[src/rtl/mp3_pkg.sv]
// Shared definitions for the VS1003 command (SCI) path: opcodes, register
// addresses, controller state encoding and the frame builder.
package mp3_pkg;

    localparam logic [7:0] SCI_WRITE  = 8'h02;
    localparam logic [7:0] SCI_READ   = 8'h03;

    localparam logic [3:0] SCI_MODE   = 4'h0;
    localparam logic [3:0] SCI_CLOCKF = 4'h3;
    localparam logic [3:0] SCI_VOL    = 4'hB;

    // Index of the runtime volume frame in the write table
    localparam logic [1:0] IDX_VOL_RUNTIME = 2'd3;

    typedef enum logic [2:0] {
        ST_HOLD_RST,
        ST_WAIT_BOOT,
        ST_LOAD,
        ST_CS_SETUP,
        ST_SHIFT,
        ST_CS_HOLD,
        ST_GAP,
        ST_READY
    } sci_state_t;

    // Builds a 32-bit SCI write frame: opcode, 8-bit address, 16-bit data
    function automatic logic [31:0] make_write_frame(input logic [3:0]  addr,
                                                     input logic [15:0] data);
        return {SCI_WRITE, 4'h0, addr, data};
    endfunction

endpackage

[src/rtl/spi_shift32.sv]
// Tick-driven 32-bit MSB-first SPI mode-0 shifter. Load and start are only
// acted on when i_tick is high; SCLK idles low and every bit takes two ticks
// (rise, then fall with the next bit shifted out). Chip select is left to the
// caller so the shifter can be shared by other command ports.
module spi_shift32 (
    input  logic        i_clk,
    input  logic        i_rst,
    input  logic        i_tick,
    input  logic        i_load,
    input  logic [31:0] i_data,
    input  logic        i_start,
    output logic        o_sclk,
    output logic        o_si,
    output logic        o_done
);

    logic [31:0] r_shift;
    logic [4:0]  r_bit_cnt;
    logic        r_sclk;
    logic        r_active;

    // Done marks the tick that produces the 32nd falling edge
    assign o_done = i_tick & r_active & r_sclk & (r_bit_cnt == 5'd31);
    assign o_sclk = r_sclk;
    assign o_si   = r_shift[31];

    // Shift register, SCLK phase and bit counter
    // NOTE: clocked state uses non-blocking assignments so every register samples pre-edge values.
    always_ff @(posedge i_clk or posedge i_rst) begin
        if (i_rst) begin
            r_shift   <= '0;
            r_bit_cnt <= '0;
            r_sclk    <= 1'b0;
            r_active  <= 1'b0;
        end else if (i_tick) begin
            if (r_active) begin
                if (!r_sclk) begin
                    r_sclk <= 1'b1;
                end else begin
                    r_sclk <= 1'b0;
                    if (r_bit_cnt == 5'd31) begin
                        r_active <= 1'b0;
                    end else begin
                        r_shift   <= {r_shift[30:0], 1'b0};
                        r_bit_cnt <= r_bit_cnt + 5'd1;
                    end
                end
            end else if (i_start) begin
                r_active  <= 1'b1;
                r_sclk    <= 1'b1;
                r_bit_cnt <= '0;
            end else if (i_load) begin
                r_shift <= i_data;
            end
        end
    end

endmodule

[src/rtl/mp3_sci_config.sv]
// VS1003 bring-up controller: holds XRESET_n, waits for DREQ, writes MODE,
// CLOCKF and VOL over SCI, then services runtime volume-change requests.
module mp3_sci_config
    import mp3_pkg::*;
#(
    parameter int          CLK_DIV     = 50,
    parameter int          RST_CYCLES  = 100000,
    parameter logic [15:0] MODE_VAL    = 16'h0804,
    parameter logic [15:0] CLOCKF_VAL  = 16'h9800,
    parameter logic [15:0] VOL_DEFAULT = 16'h2020
) (
    input  logic        CLK,
    input  logic        RESET,
    input  logic        DREQ,
    input  logic        VOL_REQ,
    input  logic [15:0] VOL_VALUE,
    output logic        SCI_SCLK,
    output logic        SCI_SI,
    output logic        SCI_CS_n,
    output logic        XRESET_n,
    output logic        CONFIG_DONE,
    output logic        BUSY
);

    sci_state_t  r_state;
    sci_state_t  w_state_nxt;
    logic [31:0] r_div_cnt;
    logic [31:0] r_rst_cnt;
    logic        r_dreq_meta;
    logic        r_dreq_sync;
    logic [1:0]  r_idx;
    logic [1:0]  r_gap_cnt;
    logic        r_cs_n;
    logic        r_config_done;
    logic [15:0] r_vol_reg;
    logic        r_pending_vol;
    logic        w_tick;
    logic        w_load;
    logic        w_start;
    logic        w_shift_done;
    logic [31:0] w_frame;

    assign w_tick      = (r_div_cnt == 32'(CLK_DIV - 1));
    assign SCI_CS_n    = r_cs_n;
    assign XRESET_n    = (r_state != ST_HOLD_RST);
    assign CONFIG_DONE = r_config_done;
    assign BUSY        = (r_state != ST_READY);

    // SCLK half-period tick generator
    always_ff @(posedge CLK or posedge RESET) begin
        if (RESET) r_div_cnt <= '0;
        else       r_div_cnt <= w_tick ? '0 : r_div_cnt + 32'd1;
    end

    // Two-flop synchroniser for the asynchronous DREQ pin
    always_ff @(posedge CLK or posedge RESET) begin
        if (RESET) begin
            r_dreq_meta <= 1'b0;
            r_dreq_sync <= 1'b0;
        end else begin
            r_dreq_meta <= DREQ;
            r_dreq_sync <= r_dreq_meta;
        end
    end

    // Controller state register
    always_ff @(posedge CLK or posedge RESET) begin
        if (RESET) r_state <= ST_HOLD_RST;
        else       r_state <= w_state_nxt;
    end

    // Next-state logic and shifter handshakes
    // NOTE: every always_comb output gets a default first so no path can infer a latch.
    always_comb begin
        w_state_nxt = r_state;
        w_load      = 1'b0;
        w_start     = 1'b0;
        case (r_state)
            ST_HOLD_RST:  if (r_rst_cnt == 32'(RST_CYCLES - 1)) w_state_nxt = ST_WAIT_BOOT;
            ST_WAIT_BOOT: if (r_dreq_sync) w_state_nxt = ST_LOAD;
            ST_LOAD: begin
                if (w_tick) begin
                    w_load      = 1'b1;
                    w_state_nxt = ST_CS_SETUP;
                end
            end
            ST_CS_SETUP: begin
                if (w_tick) begin
                    w_start     = 1'b1;
                    w_state_nxt = ST_SHIFT;
                end
            end
            ST_SHIFT:     if (w_shift_done) w_state_nxt = ST_CS_HOLD;
            ST_CS_HOLD:   if (w_tick) w_state_nxt = ST_GAP;
            ST_GAP: begin
                if (r_gap_cnt == 2'd2 && r_dreq_sync)
                    w_state_nxt = (r_idx < 2'd2) ? ST_LOAD : ST_READY;
            end
            ST_READY:     if (r_pending_vol && r_dreq_sync) w_state_nxt = ST_LOAD;
            default:      w_state_nxt = ST_HOLD_RST;
        endcase
    end

    // Write-table lookup for the frame about to be loaded
    always_comb begin
        w_frame = make_write_frame(SCI_VOL, r_vol_reg);
        case (r_idx)
            2'd0:    w_frame = make_write_frame(SCI_MODE, MODE_VAL);
            2'd1:    w_frame = make_write_frame(SCI_CLOCKF, CLOCKF_VAL);
            2'd2:    w_frame = make_write_frame(SCI_VOL, VOL_DEFAULT);
            default: w_frame = make_write_frame(SCI_VOL, r_vol_reg);
        endcase
    end

    // Sequencing counters, chip select and the sticky done flag
    always_ff @(posedge CLK or posedge RESET) begin
        if (RESET) begin
            r_rst_cnt     <= '0;
            r_idx         <= '0;
            r_gap_cnt     <= '0;
            r_cs_n        <= 1'b1;
            r_config_done <= 1'b0;
        end else begin
            if (r_state == ST_HOLD_RST) r_rst_cnt <= r_rst_cnt + 32'd1;

            if (r_state != ST_GAP)                   r_gap_cnt <= '0;
            else if (w_tick && r_gap_cnt != 2'd2)    r_gap_cnt <= r_gap_cnt + 2'd1;

            if (r_state == ST_GAP && w_state_nxt == ST_LOAD)   r_idx <= r_idx + 2'd1;
            if (r_state == ST_READY && w_state_nxt == ST_LOAD) r_idx <= IDX_VOL_RUNTIME;

            // CS is low from the load tick through the hold tick
            r_cs_n <= !(w_state_nxt inside {ST_CS_SETUP, ST_SHIFT, ST_CS_HOLD});

            if (w_state_nxt == ST_READY) r_config_done <= 1'b1;
        end
    end

    // Volume request capture; a new request in the load cycle wins over the clear
    always_ff @(posedge CLK or posedge RESET) begin
        if (RESET) begin
            r_vol_reg     <= '0;
            r_pending_vol <= 1'b0;
        end else if (VOL_REQ) begin
            r_vol_reg     <= VOL_VALUE;
            r_pending_vol <= 1'b1;
        end else if (w_load && r_idx == IDX_VOL_RUNTIME) begin
            r_pending_vol <= 1'b0;
        end
    end

    spi_shift32 u_shift (
        .i_clk   (CLK),
        .i_rst   (RESET),
        .i_tick  (w_tick),
        .i_load  (w_load),
        .i_data  (w_frame),
        .i_start (w_start),
        .o_sclk  (SCI_SCLK),
        .o_si    (SCI_SI),
        .o_done  (w_shift_done)
    );

endmodule

[config.mk]
export PLATFORM = sky130hd
export DESIGN_NAME = mp3_sci_config
export DESIGN_NICKNAME = d
export VERILOG_FILES = /design/src/rtl/mp3_pkg.sv /design/src/rtl/spi_shift32.sv /design/src/rtl/mp3_sci_config.sv
export SDC_FILE = /design/constraint.sdc
export NUM_CORES = 1
export LEC_CHECK = 0
export ABC_AREA = 1
export BUFFER_PORTS_ARGS = -buffer_cell sky130_fd_sc_hd__buf_2
export CORE_UTILIZATION = 40
export DETAILED_ROUTE_END_ITERATION = 12
export SYNTH_ARGS = -nofsm -noshare
export SYNTH_HDL_FRONTEND = slang
export SYNTH_SLANG_ARGS = --single-unit
[constraint.sdc]
create_clock -name CLK -period 5.6 [get_ports CLK]
set_input_delay 0.28 -clock CLK [delete_from_list [all_inputs] [get_ports CLK]]
set_output_delay 0.28 -clock CLK [all_outputs]
set_load 0.01 [all_outputs]
==> run metrics, run 1 <==
worst hold start=VOL_VALUE[15]; total gr overflow=0; post-route clock period utilization=46.87%; YS warnings=0; Reg area=3279 sq um; Core Region=17,360 sq um; I/O pin count=26; # clock sinks=131; sequential power share=45.5%; worst setup path end=u_shift.r_shift[7]$_DFFE_PP0P_; Gate Count Post-Synth=928; total power=2114 uW; DR vias/cell=4.717; r2r startpoint=u_shift.r_active$_DFFE_PP0N_; Clock power frac=52.5%; Clock transition at path regs=0.06 ns; final std cells w/o fill=1,194; area leader, netlist=dfrtp_1; met1 wire length=7832 um; initial antenna violation count=0; Comb pwr share=2.0%; top sig layer=met4; critical path class=reg2reg; Internal Power=1641 uW; die area=18,350 sq um; WP buf/inv=3; NumNets Final=988; Clock Skew=0.01237 ns; Worst setup EP type=register; Syn-to-layout area delta=13.03%; Rel. slew slack=35.48%; Worst Tran Pin Value=0.9679 ns; first-pass GRT wire length=26,550 um; Post-Syn Nets=960; status=finished clean; Largest regs=r_div_cnt: 32 flops, r_rst_cnt: 32 flops, u_shift.r_shift: 32 flops; die height=135.5 um; CP startpoint kind=register; post-route ant nets=0; H-tree Lvls=4; post-synth cell types=41; Critical R2R Capture=u_shift.r_shift[7]$_DFFE_PP0P_; WHS Path Cells=3; critical path peak fanout=64; setup TNS=0 ns; Final Util=46.41%; CP required=5.91 ns; slowest CP cell=dfrtp_1; async set or reset register ratio after synthesis=100.0%; Pwr per Cell Area=262.5 nW/um^2; fillers=1,719; pins over their slew limit=0; Worst R2R Setup Slack=2.98 ns; Pleak=0.004064 uW; register area share after synthesis=46.01%; Port-buffer cells=25; Switch Pwr=473.2 uW; RePlAce Congestion=0.8728; Synth Flop Type=dfrtp_1; Die X=135.5 um; Initial Util=41.06%; maximum clock path buffer count=2; R2R depth=8; CP peak stage delay=0.98 ns; layout cells sized above 1=9.907%; CP Launch Point=u_shift.r_active$_DFFE_PP0N_; routed via count=5,632; Fmax achieved=381.0 MHz; Final Hold Vio Count=0; WL/cell=12.70 um; critical path, cell by cell=inv_2 -> a21oi_1 -> inv_1 -> o21a_2 -> nand2_4 -> nand2_1 -> o21ai_1 -> inv_1; clock latency on the worst-skew pair=0.42 ns; top-area cell type share of the netlist area=45.65%; largest net degree at the start of global routing=73; DR iter-0 viols=409; Resize count post-CTS=0; post-layout worst setup margin=2.975 ns; antenna cells=0; max cap viols=0; CTS Buf Count=17; Met2 Wirelength=6750 um; setup bufs post-CTS=0; drt pass-1 iters=4; most used cell, CP=inv_1; met3 wire length=384 um; RSZ-0062 raised after global routing=no; CTS tree=done; min cycle time layout=2.625 ns; GRT Overall Usage=18.38%; WP depth=8; row count=48; placed cells=1,160; Worst Path Arrival=2.94 ns; dpl hpwl=10,960 um; Peak VDD IR=0.0002331 V; vias in the first global route=5,480; worst hold path class=in2reg; drt drc=0; largest cells by area after synthesis=dfrtp_1 (46%), nand2_1 (14%), inv_1 (7.1%); Post-synth EDFFs=0; top cell family by delay on the critical path=flip-flops; area of the multi-input gates=3221 sq um; Sw Share=22.38%; DP Worst Slack=2.989 ns; syn avg cell area=7.680 sq um; clock root buffer=clkbuf_16; cell area after synthesis=7127 sq um; Yosys reg bits=131; drt total wl=15,170 um; final number of setup-violating endpoints=0
-- kinds of logic after synthesis --
family	synth area share, %
AO/OA/AOI/OAI	7.391
XOR/XNOR	6.145
adder cells (fa/ha/maj)	2.107
buffers and inverters	8.795
flip-flops	46.01
AND/OR/NAND/NOR	29.55
-- per-layer routing --
metal,global-route usage [%],vias up
li1,-,2957
met1,26.29,2596
met2,27.61,64
met3,3.891,15
met4,5.868,0
met5,0,-
-- cell type report --
class / instances / share of cell area (%)
clock buffer: 18 / 5.452
clock inverter: 14 / 1.879
multi-input combinational: 638 / 39.98
inverter: 140 / 6.586
sequential: 131 / 40.71
timing repair buffer: 28 / 1.895
tap: 225 / 3.495
-- worst reg2reg max path, stage by stage, from the launching register on --
cell and delay, ns:
dfrtp_1 0.98, inv_2 0.36, a21oi_1 0.21, inv_1 0.09
o21a_2 0.13, nand2_4 0.45, nand2_1 0.14, o21ai_1 0.10
inv_1 0.05
-- Yosys cell counts, drive strengths merged (2+ instances only) --
master and instances:
nand2 262, inv 140, dfrtp 130, nor2 122, o21ai 69, nand3 41, xor2 35, nor3 32
xnor2 15, nand4 14, ha 12, buf 10, clkbuf 9, o22ai 7, a21oi 6, a221oi 4
nand3b 3, o31ai 3, or2 3, nor3b 2, nor4 2, o211ai 2
-- power groups by stage --
stage / combinational, uW / sequential, uW / clock [uW]
2_1_floorplan: 27.1 / 978 / 0
3_3_place_gp: 43.0 / 979 / 0
3_5_place_dp: 43.5 / 979 / 0
4_1_cts: 44.7 / 962 / 1140
5_1_grt: 51.5 / 963 / 1180
6_report: 41.9 / 962 / 1110
-- through the flow --
step,cell area (sq um),hold WS [ns]
after CTS,8055,0.05012
after global routing,8055,0.06077
final,8055,0.05671
after global placement,7445,0.3384
after detailed placement,7445,0.3372
after floorplan,7127,0.3114
-- placed cells by master, fill, tap and decap left out, types with 2 or more instances in the layout --
cell           Yosys  layout
o22ai_1            7       7
inv_2              6       6
nor4_1             2       2
clkinv_2           0       3
clkinv_4           0       2
nand2_2            3       3
nor3b_1            2       2
ha_1              12      12
nor2_4             4       4
nor2_2             7       7
nor2_1           111     111
a221oi_1           4       4
nand2_1          258     258
xor2_1            35      35
nand4_1           13      13
dfrtp_1          130     130
buf_2              6      25
or2_2              3       3
inv_1            134     133
nand3b_1           3       3
nor3_1            29      29
bufinv_16          0       2
dlygate4sd3_1      0       2
clkinvlp_4         0       2
xnor2_1           15      15
nor3_4             2       2
clkbuf_16          0      17
o21ai_0           47      47
nand3_2            2       2
o211ai_1           2       2
o21ai_1           22      22
a21oi_1            5       5
inv_6              0       6
o31ai_2            3       3
nand3_1           38      38
-- worst min path at each step --
stage	to
3_3_place_gp	r_dreq_sync$_DFF_PP0_
3_5_place_dp	r_dreq_sync$_DFF_PP0_
6_report	r_vol_reg[15]$_DFFE_PP0P_
4_1_cts	r_vol_reg[15]$_DFFE_PP0P_
2_1_floorplan	r_dreq_meta$_DFF_PP0_
5_1_grt	r_vol_reg[4]$_DFFE_PP0P_
-- timing repair --
action,CTS,global route
setup endpoints to repair,0,0
endpoints found under the hold margin,43,0
hold buffers,2,0
Note: power is estimated with default switching activity, not from simulation.
==> run 2, diff against run 1 <==
==> constraint.sdc (replaced) <==
create_clock -name CLK -period 2.7 [get_ports CLK]
set_input_delay 0.135 -clock CLK [delete_from_list [all_inputs] [get_ports CLK]]
set_output_delay 0.135 -clock CLK [all_outputs]
set_load 0.01 [all_outputs]
==> run 2 against run 1 <==
Register-to-register slack got worse by 2.4 ns. Critical path type unchanged. Hold slack improved by 0.085 ns. Non-clock buffer count rose by 20. First-iteration DRC count fell by 23%.
==> run metrics, run 2 (synthesis gave the netlist of run 1 again) <==
Final Hold Vio Count=0; maximum clock path buffer count=2; Clock Skew=0.009834 ns; die area=18,350 sq um; DR iter-0 viols=313; DR vias/cell=4.728; GRT Overall Usage=18.40%; CP required=3.01 ns; worst hold path class=in2reg; drt drc=0; Fmax achieved=466.3 MHz; setup bufs post-CTS=0; routed via count=5,740; clock latency on the worst-skew pair=0.42 ns; WL/cell=12.66 um; post-route ant nets=0; Initial Util=41.06%; first-pass GRT wire length=26,150 um; final number of setup-violating endpoints=0; CP startpoint kind=register; Worst Tran Pin Value=0.7635 ns; commonest non-fill, non-tap cell in the layout=nand2_1; initial antenna violation count=0; max cap viols=0; post-layout worst setup margin=0.5553 ns; hold buffers post-CTS=18; RePlAce Congestion=0.9201; I/O pin count=26; min cycle time layout=2.145 ns; setup TNS=0 ns; Worst Path Arrival=2.45 ns; Pleak=0.004160 uW; RSZ-0062 raised after global routing=no; Pwr per Cell Area=541.6 nW/um^2; post-route clock period utilization=79.43%; Clock transition at path regs=0.06 ns; Largest regs=r_div_cnt: 32 flops, r_rst_cnt: 32 flops, u_shift.r_shift: 32 flops; largest net degree at the start of global routing=65; Rel. slew slack=48.99%; CTS Buf Count=17; Resize count post-CTS=0; Peak VDD IR=0.0004532 V; clock root buffer=clkbuf_16; critical path class=reg2reg; critical path peak fanout=64; antenna cells=0; total gr overflow=0; DP Worst Slack=0.5459 ns; CTS tree=done; H-tree Lvls=4; Die X=135.5 um; pins over their slew limit=0; status=finished clean; # clock sinks=131; dpl hpwl=11,090 um; die height=135.5 um; layout cells sized above 1=10.11%; vias in the first global route=5,535; Syn-to-layout area delta=16.20%; drt pass-1 iters=5; Worst setup EP type=register; Port-buffer cells=25; drt total wl=15,380 um; NumNets Final=1,008; Core Region=17,360 sq um; row count=48; most frequent cells in the layout=nand2_1 (258), inv_1 (133), dfrtp_1 (130), nor2_1 (111), o21ai_0 (47)
## run 2: power by group
part           leakage [uW]  internal [uW]  total, uW  switching (uW)
logic               0.00210           43.2        112            68.6
registers           0.00176           1990       2000            8.52
clock network      0.000298           1490       2380             891
total               0.00416           3520       4490             969
## run 2: area by class of cell
class	count	area [sq um]
inverter	140	529.3
clock inverter	14	176.4
fill	1690	9075
clock buffer	18	439.2
tap	225	281.5
multi-input combinational	638	3221
sequential	131	3279
timing repair buffer	48	355.3
## run 2: worst paths after layout
path                            cells after the start                             start                              to  slack, ns
worst max-delay path                               12  u_shift.r_bit_cnt[0]$_DFFE_PP0P_  u_shift.r_shift[4]$_DFFE_PP0P_       0.56
worst min-delay path                                3                           VOL_REQ       r_vol_reg[15]$_DFFE_PP0P_       0.14
worst max register to register                     12  u_shift.r_bit_cnt[0]$_DFFE_PP0P_  u_shift.r_shift[4]$_DFFE_PP0P_       0.56
worst min register to register                      0             r_dreq_meta$_DFF_PP0_           r_dreq_sync$_DFF_PP0_       0.35
max in group asynchronous                           4                             RESET  u_shift.r_shift[3]$_DFFE_PP0P_       1.58
min in group asynchronous                           3                             RESET       r_rst_cnt[30]$_DFFE_PP0N_       0.40
## run 2: worst max-delay path: stages, from the launching register on
cell	delay [ns]
dfrtp_1	0.40
ha_1	0.18
nand2_1	0.07
nor2_1	0.11
ha_1	0.15
inv_1	0.05
a21oi_1	0.12
inv_1	0.08
o21a_2	0.13
nand2_4	0.46
nand2_1	0.11
o21ai_1	0.10
inv_1	0.05
## run 2: metrics by stage
stage	hold slack (ns)	total power [uW]	util (%)	instance area [sq um]	instances
6_report	0.1418	4486	47.71	8282	1214
3_5_place_dp	0.2545	2127	43.13	7486	1164
5_1_grt	0.1664	4667	47.71	8282	1214
3_3_place_gp	0.2561	2125	43.13	7486	1164
2_1_floorplan	0.1664	2085	-	7131	928
4_1_cts	0.1256	4556	47.71	8282	1214
## run 2: per-layer routing
metal  vias up  GRT usage (%)  part of all wire, %
met5         -              0                    0
met2        89          28.83                   46
met4         0          6.055                  1.6
met1      2636          24.56                   49
met3        18          4.938                  3.5
li1       2997              -                    -
==> run 3, diff against run 2 <==
==> constraint.sdc (replaced) <==
create_clock -name CLK -period 2.1 [get_ports CLK]
set_input_delay 0.105 -clock CLK [delete_from_list [all_inputs] [get_ports CLK]]
set_output_delay 0.105 -clock CLK [all_outputs]
set_load 0.01 [all_outputs]
==> run 3 against run 2 <==
Clock-buffer cell count stayed put. Global-route usage increased by 0.39 points. Critical endpoint is now r_div_cnt[30]$_DFF_PP0_. Non-clock buffer count is 9 higher. Fmax up 11%. Critical path depth down 2. Critical path type unchanged. Via count increased by 3.1%. Highest routed layer unchanged.
==> run metrics, run 3 (synthesis gave the netlist of run 1 again) <==
Initial Util=41.06%; Port-buffer cells=25; drt pass-1 iters=5; WL/cell=12.70 um; Rel. slew slack=62.51%; DR iter-0 viols=389; Pleak=0.004181 uW; critical path, cell by cell=ha_1 -> nand2_1 -> nor2_2 -> inv_2 -> nor2_2 -> inv_1 -> nor2_1 -> nand3_1 -> xor2_1 -> inv_1; Critical R2R Capture=r_div_cnt[30]$_DFF_PP0_; Min-Delay Endpoint=r_vol_reg[15]$_DFFE_PP0P_; CP peak stage delay=0.43 ns; Pwr per Cell Area=669.1 nW/um^2; CP Launch Point=r_div_cnt[0]$_DFF_PP0_; Peak VDD IR=0.0004949 V; max cap viols=0; worst hold start=VOL_REQ; status=finished clean; min cycle time layout=1.931 ns; CTS Buf Count=17; pins over their slew limit=0; die height=135.5 um; drt drc=0; critical path class=reg2reg; Fmax achieved=517.8 MHz; Fin Hold WS=0.1085 ns; drt total wl=15,530 um; setup TNS=0 ns; commonest non-fill, non-tap cell in the layout=nand2_1; H-tree Lvls=4; R2R depth=10; Syn-to-layout area delta=16.92%; routed via count=5,916; DR vias/cell=4.837; initial antenna violation count=0; most frequent cells in the layout=nand2_1 (258), inv_1 (133), dfrtp_1 (130), nor2_1 (110), o21ai_0 (47); worst hold path class=in2reg; first-pass GRT wire length=26,990 um; Die X=135.5 um; DP Worst Slack=0.1034 ns; Final Util=48.01%; GRT Overall Usage=18.79%; CP required=2.41 ns; Final Hold Vio Count=0; NumNets Final=1,017; Clock transition at path regs=0.06 ns; I/O pin count=26; layout cells sized above 1=11.02%; largest net degree at the start of global routing=51; Worst Path Arrival=2.24 ns; Worst Tran Pin Value=0.5612 ns; post-route ant nets=0; CP startpoint kind=register; critical path peak fanout=6; r2r startpoint=r_div_cnt[0]$_DFF_PP0_; post-layout worst setup margin=0.1689 ns; Worst R2R Setup Slack=0.17 ns; RePlAce Congestion=0.8820; row count=48; die area=18,350 sq um; clock latency on the worst-skew pair=0.43 ns; Clock Skew=0.01072 ns; slowest CP cell=dfrtp_1; maximum clock path buffer count=2; antenna cells=0; dpl hpwl=11,100 um; CTS tree=done; final number of setup-violating endpoints=0; post-route clock period utilization=91.96%; Largest regs=r_div_cnt: 32 flops, r_rst_cnt: 32 flops, u_shift.r_shift: 32 flops; clock root buffer=clkbuf_16; Post-DP Area=7571 sq um; vias in the first global route=5,653; total gr overflow=0; RSZ-0062 raised after global routing=yes; Worst setup EP type=register; WHS Path Cells=3; # clock sinks=131; Core Region=17,360 sq um; post-layout instance area=8333 sq um
-- run 3: cell types whose count changed in the layout (fill, tap and decap cells not counted), moves of 2 or more --
cell        previous run  this run
buf_4                  4        10
buf_12                 1         3
clkinvlp_4             3         7
bufinv_16              3         1
clkinv_4               3         0
-- run 3: how the worst max path moves through the flow --
stage / depth (start not counted) / slack [ns] / to
after global placement: 10 / 0.09 / r_div_cnt[30]$_DFF_PP0_
final: 10 / 0.17 / r_div_cnt[30]$_DFF_PP0_
after floorplan: 1 / 0.37 / CONFIG_DONE$_DFFE_PP0N_
after detailed placement: 10 / 0.10 / r_div_cnt[30]$_DFF_PP0_
after CTS: 10 / 0.08 / r_div_cnt[30]$_DFF_PP0_
after global routing: 13 / -0.01 / u_shift.r_shift[9]$_DFFE_PP0P_
-- run 3: final cells by class --
class | instances | area [sq um]
Clock buffer | 18 | 439.2
Clock inverter | 14 | 128.9
Fill cell | 1659 | 9024
Inverter | 140 | 529.3
Multi-Input combinational cell | 638 | 3223
Sequential cell | 131 | 3279
Tap cell | 225 | 281.5
Timing Repair Buffer | 57 | 451.7
-- run 3: critical path: cells and delay by family, from the launching register on --
family                     cells  cell delay [ns]
xor gates and xnor gates       1             0.17
adders and majority gates      1             0.24
buffers and inverters          3             0.22
DFF                            1             0.43
and+or+nand+nor                5             0.76
-- run 3: report_power, final --
group / total, uW / internal (uW) / switching, uW / leakage (uW)
logic: 144 / 56.9 / 86.8 / 0.00216
registers: 2560 / 2550 / 10.5 / 0.00176
clock network: 2870 / 1670 / 1200 / 0.000262
total: 5580 / 4280 / 1290 / 0.00418
-- run 3: timing repair --
item	CTS	global route
hold buffers	18	0
setup buffers	0	1
endpoints found under the hold margin	38	0
resized for setup	0	2
endpoints found under the setup margin	0	11
-- run 3: per-stage QoR --
| step | power, uW | instances |
|---|---|---|
| 2_1_floorplan | 2681 | 928 |
| 3_3_place_gp | 2733 | 1172 |
| 3_5_place_dp | 2734 | 1172 |
| 4_1_cts | 5650 | 1222 |
| 5_1_grt | 5794 | 1223 |
| 6_report | 5575 | 1223 |
-- run 3: metal layers --
metal | global-route usage [%] | up-vias | wire length (um) | share of wire [%]
met4 | 8.240 | 0 | 365 | 2.4
met1 | 25.57 | 2716 | 7508 | 48
met2 | 28.35 | 145 | 6953 | 45
li1 | - | 3020 | - | -
met3 | 4.527 | 35 | 699 | 4.5
met5 | 0 | - | 0 | 0
